<file path="config.mk">
export PLATFORM = sky130hd
export DESIGN_NAME = pipe_ctrl
export DESIGN_NICKNAME = d
export VERILOG_FILES = /design/src/rtl/pipe_ctrl.sv
export SDC_FILE = /design/constraint.sdc
export NUM_CORES = 1
export LEC_CHECK = 0
export CORE_MARGIN = 5
export CORE_UTILIZATION = 26
export DETAILED_ROUTE_END_ITERATION = 10
export PLACE_DENSITY = 0.76
export SLEW_MARGIN = 20
export SYNTH_ARGS = -nofsm -noshare
export SYNTH_HDL_FRONTEND = slang
export SYNTH_SLANG_ARGS = --single-unit
</file>
<file path="constraint.sdc">
create_clock -name i_clk -period 1.8 [get_ports i_clk]
set_input_delay 0.27 -clock i_clk [delete_from_list [all_inputs] [get_ports i_clk]]
set_output_delay 0.27 -clock i_clk [all_outputs]
set_load 0.01 [all_outputs]
</file>
<file path="src/rtl/pipe_ctrl.sv">
// Five-stage LC-3b pipeline sequencing: per-stage load/flush controls from memory handshakes,
// load-use hazards and MEM-resolved branches. Optional counters behind PIPE_CTRL_PERF_EN.
module pipe_ctrl (
  input  logic       i_clk,
  input  logic       i_reset,
  input  logic       i_imem_resp,
  input  logic       i_dmem_req,
  input  logic       i_dmem_resp,
  input  logic       i_br_taken,
  input  logic [3:0] i_id_opcode,
  input  logic [2:0] i_id_dest,
  input  logic [2:0] i_id_src1,
  input  logic [2:0] i_id_src2,
  input  logic       i_id_ir11,
  input  logic       i_id_ir5,
  input  logic       i_ex_mem_read,
  input  logic [2:0] i_ex_dest,
  output logic       o_load_pc,
  output logic       o_load_if_id,
  output logic       o_load_id_ex,
  output logic       o_load_ex_mem,
  output logic       o_load_mem_wb,
  output logic       o_flush_if_id,
  output logic       o_flush_id_ex,
  output logic       o_flush_ex_mem,
  output logic       o_imem_read
`ifdef PIPE_CTRL_PERF_EN
  ,
  output logic [15:0] o_stall_cycles,
  output logic [15:0] o_flush_events
`endif
);

  typedef enum logic [1:0] {StInit, StRun, StDstall, StRedirect} state_e;

  state_e r_state;
  state_e w_state_d;

  logic w_use_src1;
  logic w_use_src2;
  logic w_use_dest;
  logic w_load_use;
  logic w_active;
  logic w_dstall;
  logic w_redirect;

  // Register fields that the ID instruction actually reads.
  always_comb begin
    w_use_src1 = 1'b0;
    w_use_src2 = 1'b0;
    w_use_dest = 1'b0;
    unique case (i_id_opcode)
      4'b0001, 4'b0101: begin
        w_use_src1 = 1'b1;
        w_use_src2 = !i_id_ir5;
      end
      4'b1001, 4'b1101, 4'b0110, 4'b0010, 4'b1010, 4'b1100: w_use_src1 = 1'b1;
      4'b0111, 4'b0011, 4'b1011: begin
        w_use_src1 = 1'b1;
        w_use_dest = 1'b1;
      end
      4'b0100: w_use_src1 = !i_id_ir11;
      default: ;
    endcase
  end

  assign w_load_use = i_ex_mem_read &&
                      ((w_use_src1 && (i_ex_dest == i_id_src1)) ||
                       (w_use_src2 && (i_ex_dest == i_id_src2)) ||
                       (w_use_dest && (i_ex_dest == i_id_dest)));

  assign w_active   = !i_reset && ((r_state == StRun) || (r_state == StDstall));
  // In DSTALL the request is already outstanding; only the response releases it.
  assign w_dstall   = w_active && !i_dmem_resp && ((r_state == StDstall) || i_dmem_req);
  assign w_redirect = w_active && !w_dstall && i_br_taken;

  always_ff @(posedge i_clk) begin
    if (i_reset) r_state <= StInit;
    else         r_state <= w_state_d;
  end

  always_comb begin
    w_state_d = r_state;
    unique case (r_state)
      StInit:     w_state_d = StRun;
      StRun, StDstall: begin
        if (w_dstall)        w_state_d = StDstall;
        else if (w_redirect) w_state_d = StRedirect;
        else                 w_state_d = StRun;
      end
      StRedirect: w_state_d = StRun;
      default:    w_state_d = StInit;
    endcase
  end

  always_comb begin
    o_load_pc      = 1'b1;
    o_load_if_id   = 1'b1;
    o_load_id_ex   = 1'b1;
    o_load_ex_mem  = 1'b1;
    o_load_mem_wb  = 1'b1;
    o_flush_if_id  = 1'b0;
    o_flush_id_ex  = 1'b0;
    o_flush_ex_mem = 1'b0;
    o_imem_read    = 1'b1;
    if (i_reset || (r_state == StInit)) begin
      o_load_pc      = 1'b0;
      o_flush_if_id  = 1'b1;
      o_flush_id_ex  = 1'b1;
      o_flush_ex_mem = 1'b1;
      o_imem_read    = 1'b0;
    end else if (r_state == StRedirect) begin
      o_load_pc     = 1'b0;
      o_flush_if_id = 1'b1;
      o_imem_read   = 1'b0;
    end else if (w_dstall) begin
      o_load_pc     = 1'b0;
      o_load_if_id  = 1'b0;
      o_load_id_ex  = 1'b0;
      o_load_ex_mem = 1'b0;
      o_load_mem_wb = 1'b0;
    end else if (w_redirect) begin
      o_flush_if_id  = 1'b1;
      o_flush_id_ex  = 1'b1;
      o_flush_ex_mem = 1'b1;
    end else if (w_load_use) begin
      o_load_pc     = 1'b0;
      o_load_if_id  = 1'b0;
      o_flush_id_ex = 1'b1;
    end else if (!i_imem_resp) begin
      o_load_pc     = 1'b0;
      o_flush_if_id = 1'b1;
    end
  end

`ifdef PIPE_CTRL_PERF_EN
  logic [15:0] r_stall_cycles;
  logic [15:0] r_flush_events;

  always_ff @(posedge i_clk) begin
    if (i_reset) begin
      r_stall_cycles <= '0;
      r_flush_events <= '0;
    end else begin
      if ((r_state != StInit) && !o_load_pc && (r_stall_cycles != 16'hFFFF)) begin
        r_stall_cycles <= r_stall_cycles + 16'd1;
      end
      if (w_redirect && (r_flush_events != 16'hFFFF)) begin
        r_flush_events <= r_flush_events + 16'd1;
      end
    end
  end

  assign o_stall_cycles = r_stall_cycles;
  assign o_flush_events = r_flush_events;
`endif

endmodule

</file>
* Yosys cells after proc, flatten, opt, wreduce, memory -nomap -nowiden
Cells that the tools add are included.
W data, S select, Z words.
** Cells by class
- Multipliers :: 0
- Add/sub/neg operators :: 0
- Shifts and indexed selects :: 0
- Equality and inequality tests :: 18
- Bitwise operators :: 0
- Reduce and logical (&&, ||, !) cells :: 25
- Div/mod/pow operators :: 0
- Magnitude comparators :: 0
- Muxes and demuxes :: 37
** Operators by type and width (number)
- $mux W1 :: 33
- $eq A4 B4 Y1 const B :: 5
- $eq A4 B3 Y1 const B :: 4
- $reduce_or A11 Y1 :: 1
- $eq A3 B3 Y1 :: 3
- $logic_and A1 B1 Y1 :: 9
- $eq A4 B2 Y1 const B :: 2
- $reduce_or A2 Y1 :: 3
- $logic_not A1 Y1 :: 5
- $logic_or A1 B1 Y1 :: 5
- $eq A2 B2 Y1 const B :: 2
- $eq A4 B1 Y1 const B :: 1
- $mux W2 :: 2
- $pmux W2 S2 :: 1
- $reduce_or A3 Y1 :: 1
- $eq A2 B1 Y1 const B :: 1
- $logic_not A2 Y1 :: 1
- $pmux W1 S2 :: 1
** Storage, ports and cells
- Output and inout bits :: 9
- Input bits :: 25
- ROM bits :: 0
- Flip-flop bits (word level) :: 2
- Memories :: 0
- Word-level logic and storage cells :: 81
- RAM bits :: 0
- Latch bits :: 0

* Logic depth before layout (Yosys ltp)
Gate-level depths: netlist of run 1.
- Depth in word-level cells :: 12
- Mapped depth :: 7
- Mapped depth without buffers :: 7

* Worst setup path before layout of run 1
Ideal clock, no wire load.
- Kind :: register to output
- From :: reg r_state[1]
- To :: out o_flush_id_ex
- Arrival :: 1.666 ns
- Slack :: -0.136 ns
- Required time :: 1.530 ns
- Stages on the path, launching flop included :: 8
- Buffers on the path :: 0
- Cells stage by stage :: dfxtp_1 inv_1 ha_1 nand2b_1 nor3_1 nor2_1 a211o_1 a21o_1
** Between the ends
- Word-level cells in the longest chain between the ends :: 12
- Elaborated cells between the ends (all ways) :: 17
- Those cells by class :: eq/ne: 3; mux: 4; reduce/logical: 10
** RTL lines
- start, declared :: RTL line 36 : state_e r_state;
- start signal, assigned :: RTL line 78 : if (i_reset) r_state <= StInit;
- start signal, assigned :: RTL line 79 : else r_state <= w_state_d;
- $eq A2 B1 Y1 or $eq A2 B2 Y1 (tied branches) :: RTL line 72, 74
- $logic_or A1 B1 Y1 :: RTL line 72 : assign w_active = !i_reset && ((r_state == StRun) || (r_state == StDstall));
- $logic_and A1 B1 Y1 :: RTL line 72
- $logic_and A1 B1 Y1 (2 in a row) :: RTL line 74 : assign w_dstall = w_active && !i_dmem_resp && ((r_state == StDstall) || i_dmem_req);
- $logic_not A1 Y1 :: RTL line 75 : assign w_redirect = w_active && !w_dstall && i_br_taken;
- $logic_and A1 B1 Y1 (2 in a row) :: RTL line 75
- $mux W1 :: RTL line 122 : end else if (w_redirect) begin
- $mux W1 :: RTL line 116 : end else if (w_dstall) begin
- $mux W1 :: RTL line 112 : end else if (r_state == StRedirect) begin
- $mux W1 * :: RTL line 106 : if (i_reset || (r_state == StInit)) begin
- end, declared :: RTL line 24 : output logic o_flush_id_ex,
Every way passes the cells marked *; elsewhere a longest branch is shown, timed or not.

* Final worst setup path of run 1
- From :: reg r_state[1]
- To :: out o_flush_if_id
** Between the ends
- Word-level cells in the longest chain between the ends :: 12
- Elaborated cells between the ends (all ways) :: 17
- Those cells by class :: eq/ne: 3; mux: 4; reduce/logical: 10
** RTL lines
- $eq A2 B1 Y1 or $eq A2 B2 Y1 (tied branches) :: RTL line 72, 74
- $logic_or A1 B1 Y1 :: RTL line 72
- $logic_and A1 B1 Y1 :: RTL line 72
- $logic_and A1 B1 Y1 (2 in a row) :: RTL line 74
- $logic_not A1 Y1 :: RTL line 75
- $logic_and A1 B1 Y1 (2 in a row) :: RTL line 75
- $mux W1 :: RTL line 122
- $mux W1 :: RTL line 116
- $mux W1 :: RTL line 112
- $mux W1 * :: RTL line 106
- end, declared :: RTL line 23 : output logic o_flush_if_id,
Marked as above.

==> flow_summary.yaml, run 1 <==
timing:
  rsz0062_at_grt: "yes"
  maxSlewViolCount: 0
  fin_worst_hold_slack_ps: 754
  timing.final.crit_period_ps: 1980
  hold_violation_count_in_the_final_report: 0
  fmaxAchievable_ghz: 0.504
  final.setup_skew_ps: 0.833
  part_of_the_cycle_the_worst_path_needs: 1.10
  slew_headroom: 0.792
  setup_ws_ps: -184
  timing_worst_slew_pin_value_ps: 308
  final-setup-viol-count: 8
placement:
  port-buffer-count: 33
  dp_hpwl_um: 1260
  globalplace.congestion: 0.699
finish:
  seq_area_sq_um: 42.5
  fillers: 131
  layout-drive-gt1-share: 0.495
  multi_input_area_sq_um: 383
  nets: 129
  regMostFlops: "r_state"
  largest_reg_flops: 2
  insertedDiodeCount: 0
  largestRegisters: "r_state (2)"
  relative_area_change_from_synthesis_to_final_layout_pct: 133
synth:
  ys_top_cells_by_area: "xnor2_1 12%, dfxtp_1 11%, ha_1 10%, xor2_1 9.4%, nor2_1 7.1%"
  ys_top_cells_by_count: "7 x nor2_1, 5 x xnor2_1, 4 x inv_1, 4 x xor2_1, 3 x ha_1"
  mappedNetlistArea_sq_um: 372
  synth-warning-count: 0
  avgSynthCellArea_sq_um: 7.43
  postSynthRegisterBits: 2
  async_flop_share: 0
  synth_edf_count: 0
  proportion_of_netlist_area_held_by_the_largest_area_contributor: 0.118
  post_synth_inst_count: 50
  synth.lib_cells_used.distinct: 25
  yosysTopAreaCell: "xnor2_1"
  synth_nets: 78
  seq_area_frac_synth: 0.108
  synth_ff_type: "dfxtp_1"
  synth_most_common_cell: "nor2_1"
setup_path:
  critPathCaptureType: "output port"
  critical_path.cell_chain: "inv_2 -> ha_4 -> and3b_2 -> nor2_4 -> buf_4 -> a211oi_1 -> buf_2"
  timing.critical_path.arrival_ps: 1710
  reg2reg_from: "r_state[0]"
  crit_path_max_incr_delay_ps: 330
  crit_required_ps: 1530
  timing.reg2reg.worst_path_depth: 7
  worst_path_dominant_cell_family: "buffers and inverters"
  setup.worst_path.class: "flop to output port"
  setup.reg_to_reg.worst_slack_ps: 530
  rr_endpoint: "r_state[1]"
  cp_max_fo: 4
  worst_path_bufs_invs: 3
  startpoint_type: "flop"
  critical-path-slowest-cell: "dfxtp_2"
global_route:
  overflow: 0
  grt_start_max_net_pins: 5
  met2_usage: 0.272
  met1_track_demand_over_resource: 0.144
  grt_use_total: 0.144
  grt_pass1_wl_um: 2300
  antenna_violations_before_repair: 0
  grt_busiest_layer: "met2"
  first_global_vias: 584
  met3_usage: 0.0301
clock_tree:
  ctsLongestPathBuffers: 2
  tritoncts.num_buffers: 3
  htreeDepth: 1
  number_of_clock_sinks_seen_by_cts: 2
  insertion_delay_ps: 220
  cts_root_buf: "clkbuf_4"
  tritoncts: "built"
  path_clk_slew_ps: 30
  cts_hold_buffers_added: 0
power:
  switchingPower_mw: 0.0930
  power_mw: 0.316
  netSwitchingFraction: 0.294
  p_leak_nw: 0.382
  ir_drop_uv: 285
  comb_power_share: 0.545
  clock_share_of_power: 0.300
  pwr_density_cell_nw_per_um2: 366
  sequentialPowerShare: 0.155
  internal_power_mw: 0.223
floorplan:
  fp-row-count: 13
  coreArea_sq_um: 1330
  floorplan.io_pins: 34
  initial_utilization: 0.279
  design.die.area_sq_um: 2290
  die_width_um: 47.8
  die_height_um: 47.8
min_path:
  holdPathEnd: "r_state[1]"
  hold_path.class: "flop to flop"
  hold_depth: 4
  hp-start: "r_state[0]"
detailed_routing:
  wire_per_inst_um: 13.0
  ant_nets: 0
  drcViolationCount: 0
  wl_um: 1480
  detailroute.via_count: 552
  firstDrtPassIters: 2
  detail_route.iter0.violations: 1
  detail_route.vias_per_cell: 4.84
outcome:
  run_status: "finished, violations left"
  violated_checks: "negative setup slack"
job:
  drv_cap: 0
-- area by class of cell --
type	count	area share
multi-input combinational	42	0.443
timing repair buffer	48	0.443
sequential	2	0.0492
clock buffer	3	0.0260
tap	15	0.0217
inverter	4	0.0174
-- through the flow --
| stage | util | setup slack (ps) | setup TNS (ps) | instances | cell area (sq um) |
|---|---|---|---|---|---|
| global placement | 0.641 | -917 | -6130 | 110 | 855 |
| detailed placement | 0.641 | -936 | -6340 | 110 | 855 |
| floorplan | - | 3.71 | 0 | 50 | 415 |
| finish | 0.648 | -184 | -985 | 114 | 865 |
| CTS | 0.642 | -203 | -1150 | 114 | 856 |
| global route | 0.648 | -283 | -1750 | 114 | 865 |
-- cell usage in the layout, fill, tap and decap left out, drive strengths merged --
master,instances
dfxtp,2
inv,4
dlymetal6s2s,1
buf,27
nor3,1
xor2,4
clkdlybuf4s50,12
a21o,1
a41oi,1
nor4,2
dlygate4sd2,7
clkbuf,3
nand4,1
a211o,2
or4b,1
a21boi,1
clkdlybuf4s15,1
a21oi,2
o21ai,1
xnor2,5
nand2,2
nor2,7
a211oi,2
nand3b,1
and3b,1
nand2b,2
or3,1
a31oi,1
ha,3
-- worst max path at each step --
stage	startpoint	endpoint	cells after the start
floorplan	r_state[0]	o_load_id_ex	5
global placement	i_id_opcode[1]	o_flush_id_ex	7
detailed placement	i_id_opcode[3]	o_flush_id_ex	7
CTS	r_state[1]	o_flush_id_ex	8
global route	r_state[1]	o_flush_id_ex	8
finish	r_state[1]	o_flush_if_id	7
-- logic make-up after synthesis --
group | synth area share
fa+ha+maj | 0.101
compound gates | 0.222
flops | 0.108
xor+xnor | 0.212
simple gates | 0.276
buf+inv | 0.0808
-- repair_timing --
action / in CTS / in global routing
pin swaps: 15 / 2
endpoints found under the setup margin: 9 / 9
endpoints found under the hold margin: 0 / 0
gates resized for setup: 69 / 2
buffers inserted: 1 / 0
-- metal layers --
metal | wire length [um] | part of all wire
met5 | 0 | 0
met4 | 0 | 0
met3 | 112 | 0.076
met2 | 821 | 0.56
met1 | 543 | 0.37
-- power by group through the flow --
stage / clock network, mW / logic, mW / registers [mW]
floorplan: 0 / 0.0632 / 0.0489
global placement: 0 / 0.173 / 0.0492
detailed placement: 0 / 0.177 / 0.0492
CTS: 0.101 / 0.173 / 0.0489
global route: 0.113 / 0.187 / 0.0491
finish: 0.0949 / 0.172 / 0.0489
-- tightest hold or removal path: stages, from the launching register on --
cell and delay, ps:
dfxtp_2 310, inv_2 70, ha_4 120, or3_4 160, nor2_1 60
Note: power is estimated with default switching activity, not from simulation.
==> run 2: changes to the inputs <==
CTS_CLUSTER_DIAMETER = 200   (was default)
SKIP_CTS_REPAIR_TIMING = 1   (was default)
TNS_END_PERCENT = 30   (was default)
==> run 2 against run 1 <==
The run still ends with negative setup slack left. Non-clock buffer count is 3 higher. Maximum frequency shrank 4.0%. Combinational power up 17%. Global-route usage is 0.91 points lower. Critical path type unchanged. Largest power group unchanged. Highest routed layer unchanged.
==> flow_summary.yaml, run 2 (same netlist as run 1, synthesis figures left out) <==
outcome:
  run_status: "finished, violations left"
  violated_checks: "negative setup slack"
finish:
  largest_reg_flops: 2
  relative_area_change_from_synthesis_to_final_layout_pct: 170
  layout-drive-gt1-share: 0.500
  most-common-layout-cells: "16 x clkdlybuf4s50_1, 16 x buf_4, 10 x dlymetal6s2s_1"
  nets: 132
  largestRegisters: "r_state (2)"
  fillers: 108
  regMostFlops: "r_state"
  insertedDiodeCount: 0
power:
  ir_drop_uv: 325
  p_leak_nw: 0.479
  pwr_density_cell_nw_per_um2: 349
timing:
  slew_headroom: 0.807
  timing.final.crit_period_ps: 2070
  setup_ws_ps: -267
  final.setup_skew_ps: 8.57
  final-setup-viol-count: 8
  fmaxAchievable_ghz: 0.484
  hold_violation_count_in_the_final_report: 0
  rsz0062_at_grt: "yes"
  timing_worst_slew_pin_value_ps: 287
  part_of_the_cycle_the_worst_path_needs: 1.15
  maxSlewViolCount: 0
  fin_worst_hold_slack_ps: 375
clock_tree:
  ctsLongestPathBuffers: 2
  tritoncts.num_buffers: 3
  path_clk_slew_ps: 30
  number_of_clock_sinks_seen_by_cts: 2
  cts_root_buf: "clkbuf_4"
  htreeDepth: 1
  tritoncts: "built"
  insertion_delay_ps: 230
setup_path:
  critical-path-slowest-cell: "a211o_1"
  worst_path_dominant_cell_family: "compound AO/OA/AOI/OAI gates"
  timing.reg2reg.worst_path_depth: 8
  startpoint_type: "flop"
  reg2reg_from: "r_state[0]"
  critical_path.cell_chain: "inv_2 -> buf_6 -> ha_4 -> nor2_4 -> nor3_4 -> nor2_2 -> a211o_1 -> a21o_1 -> buf_2"
  rr_endpoint: "r_state[1]"
  crit_path_max_incr_delay_ps: 320
  worst_path_bufs_invs: 3
  timing.critical_path.arrival_ps: 1800
  crit_required_ps: 1530
  setup.worst_path.class: "flop to output port"
  critPathCaptureType: "output port"
  cp_max_fo: 2
  setup.reg_to_reg.worst_slack_ps: 520
floorplan:
  coreArea_sq_um: 1330
  die_width_um: 47.8
  initial_utilization: 0.279
  die_height_um: 47.8
  floorplan.io_pins: 34
  design.die.area_sq_um: 2290
  fp-row-count: 13
detailed_routing:
  wire_per_inst_um: 15.2
  wl_um: 1770
  detail_route.vias_per_cell: 4.79
  ant_nets: 0
  firstDrtPassIters: 4
  drcViolationCount: 0
  detailroute.via_count: 561
  detail_route.iter0.violations: 5
placement:
  port-buffer-count: 33
  globalplace.congestion: 0.773
  dpl_worst_slack_ps: -918
  dp_hpwl_um: 1290
global_route:
  grt_use_total: 0.135
  grt_pass1_wl_um: 2150
  grt_start_max_net_pins: 6
  first_global_vias: 564
  overflow: 0
  antenna_violations_before_repair: 0
min_path:
  hold_path.class: "input pin to flop"
  hold_depth: 3
  hp-start: "i_reset"
  holdPathEnd: "r_state[0]"
job:
  drv_cap: 0
-- run 2: worst max-delay path by stage --
stage                               from             to  slack [ps]  depth (start not counted)
after CTS                 i_id_opcode[1]  o_flush_id_ex        -930                          7
final                         r_state[0]  o_flush_id_ex        -270                          9
after global placement    i_id_opcode[1]  o_flush_id_ex        -910                          7
after detailed placement  i_id_opcode[1]  o_flush_id_ex        -920                          7
after floorplan               r_state[0]   o_load_id_ex        -0.5                          5
after global routing          r_state[0]  o_flush_id_ex        -370                          9
-- run 2: power breakdown --
part	switching [mW]	total (mW)	internal (mW)
combinational	0.0823	0.201	0.118
sequential	0.00226	0.0484	0.0462
clock	0.0271	0.101	0.0737
-- run 2: metal layers --
layer | up-vias | track usage | wire length [um]
met4 | 0 | 0.0753 | 0
met5 | - | 0 | 0
met2 | 24 | 0.261 | 980
met1 | 258 | 0.126 | 613
li1 | 279 | - | -
met3 | 0 | 0.0301 | 179
-- run 2: worst reg2reg max path: cells and delay by family, from the launching register on --
family | cells | cell delay [ps]
adder cells (fa/ha/maj) | 1 | 130
AND/OR/NAND/NOR | 4 | 400
flip-flops | 1 | 310
buffers and inverters | 3 | 340
-- run 2: final cells by class --
class,count,area (sq um),area share
clock buffer,3,22.5,0.0225
inverter,4,17.5,0.0175
multi-input combinational,42,435,0.434
sequential,2,45.0,0.0449
tap,15,18.8,0.0187
timing repair buffer,51,463,0.462
-- run 2: metrics by stage --
step,instances,setup TNS [ps],power [mW],area (sq um),util
6_report,117,-1550,0.350,1000,0.751
3_5_place_dp,114,-6310,0.232,880,0.659
2_1_floorplan,50,-0.909,0.111,410,-
5_1_grt,117,-2340,0.380,1000,0.751
3_3_place_gp,114,-6200,0.228,880,0.659
4_1_cts,117,-6590,0.341,902,0.676
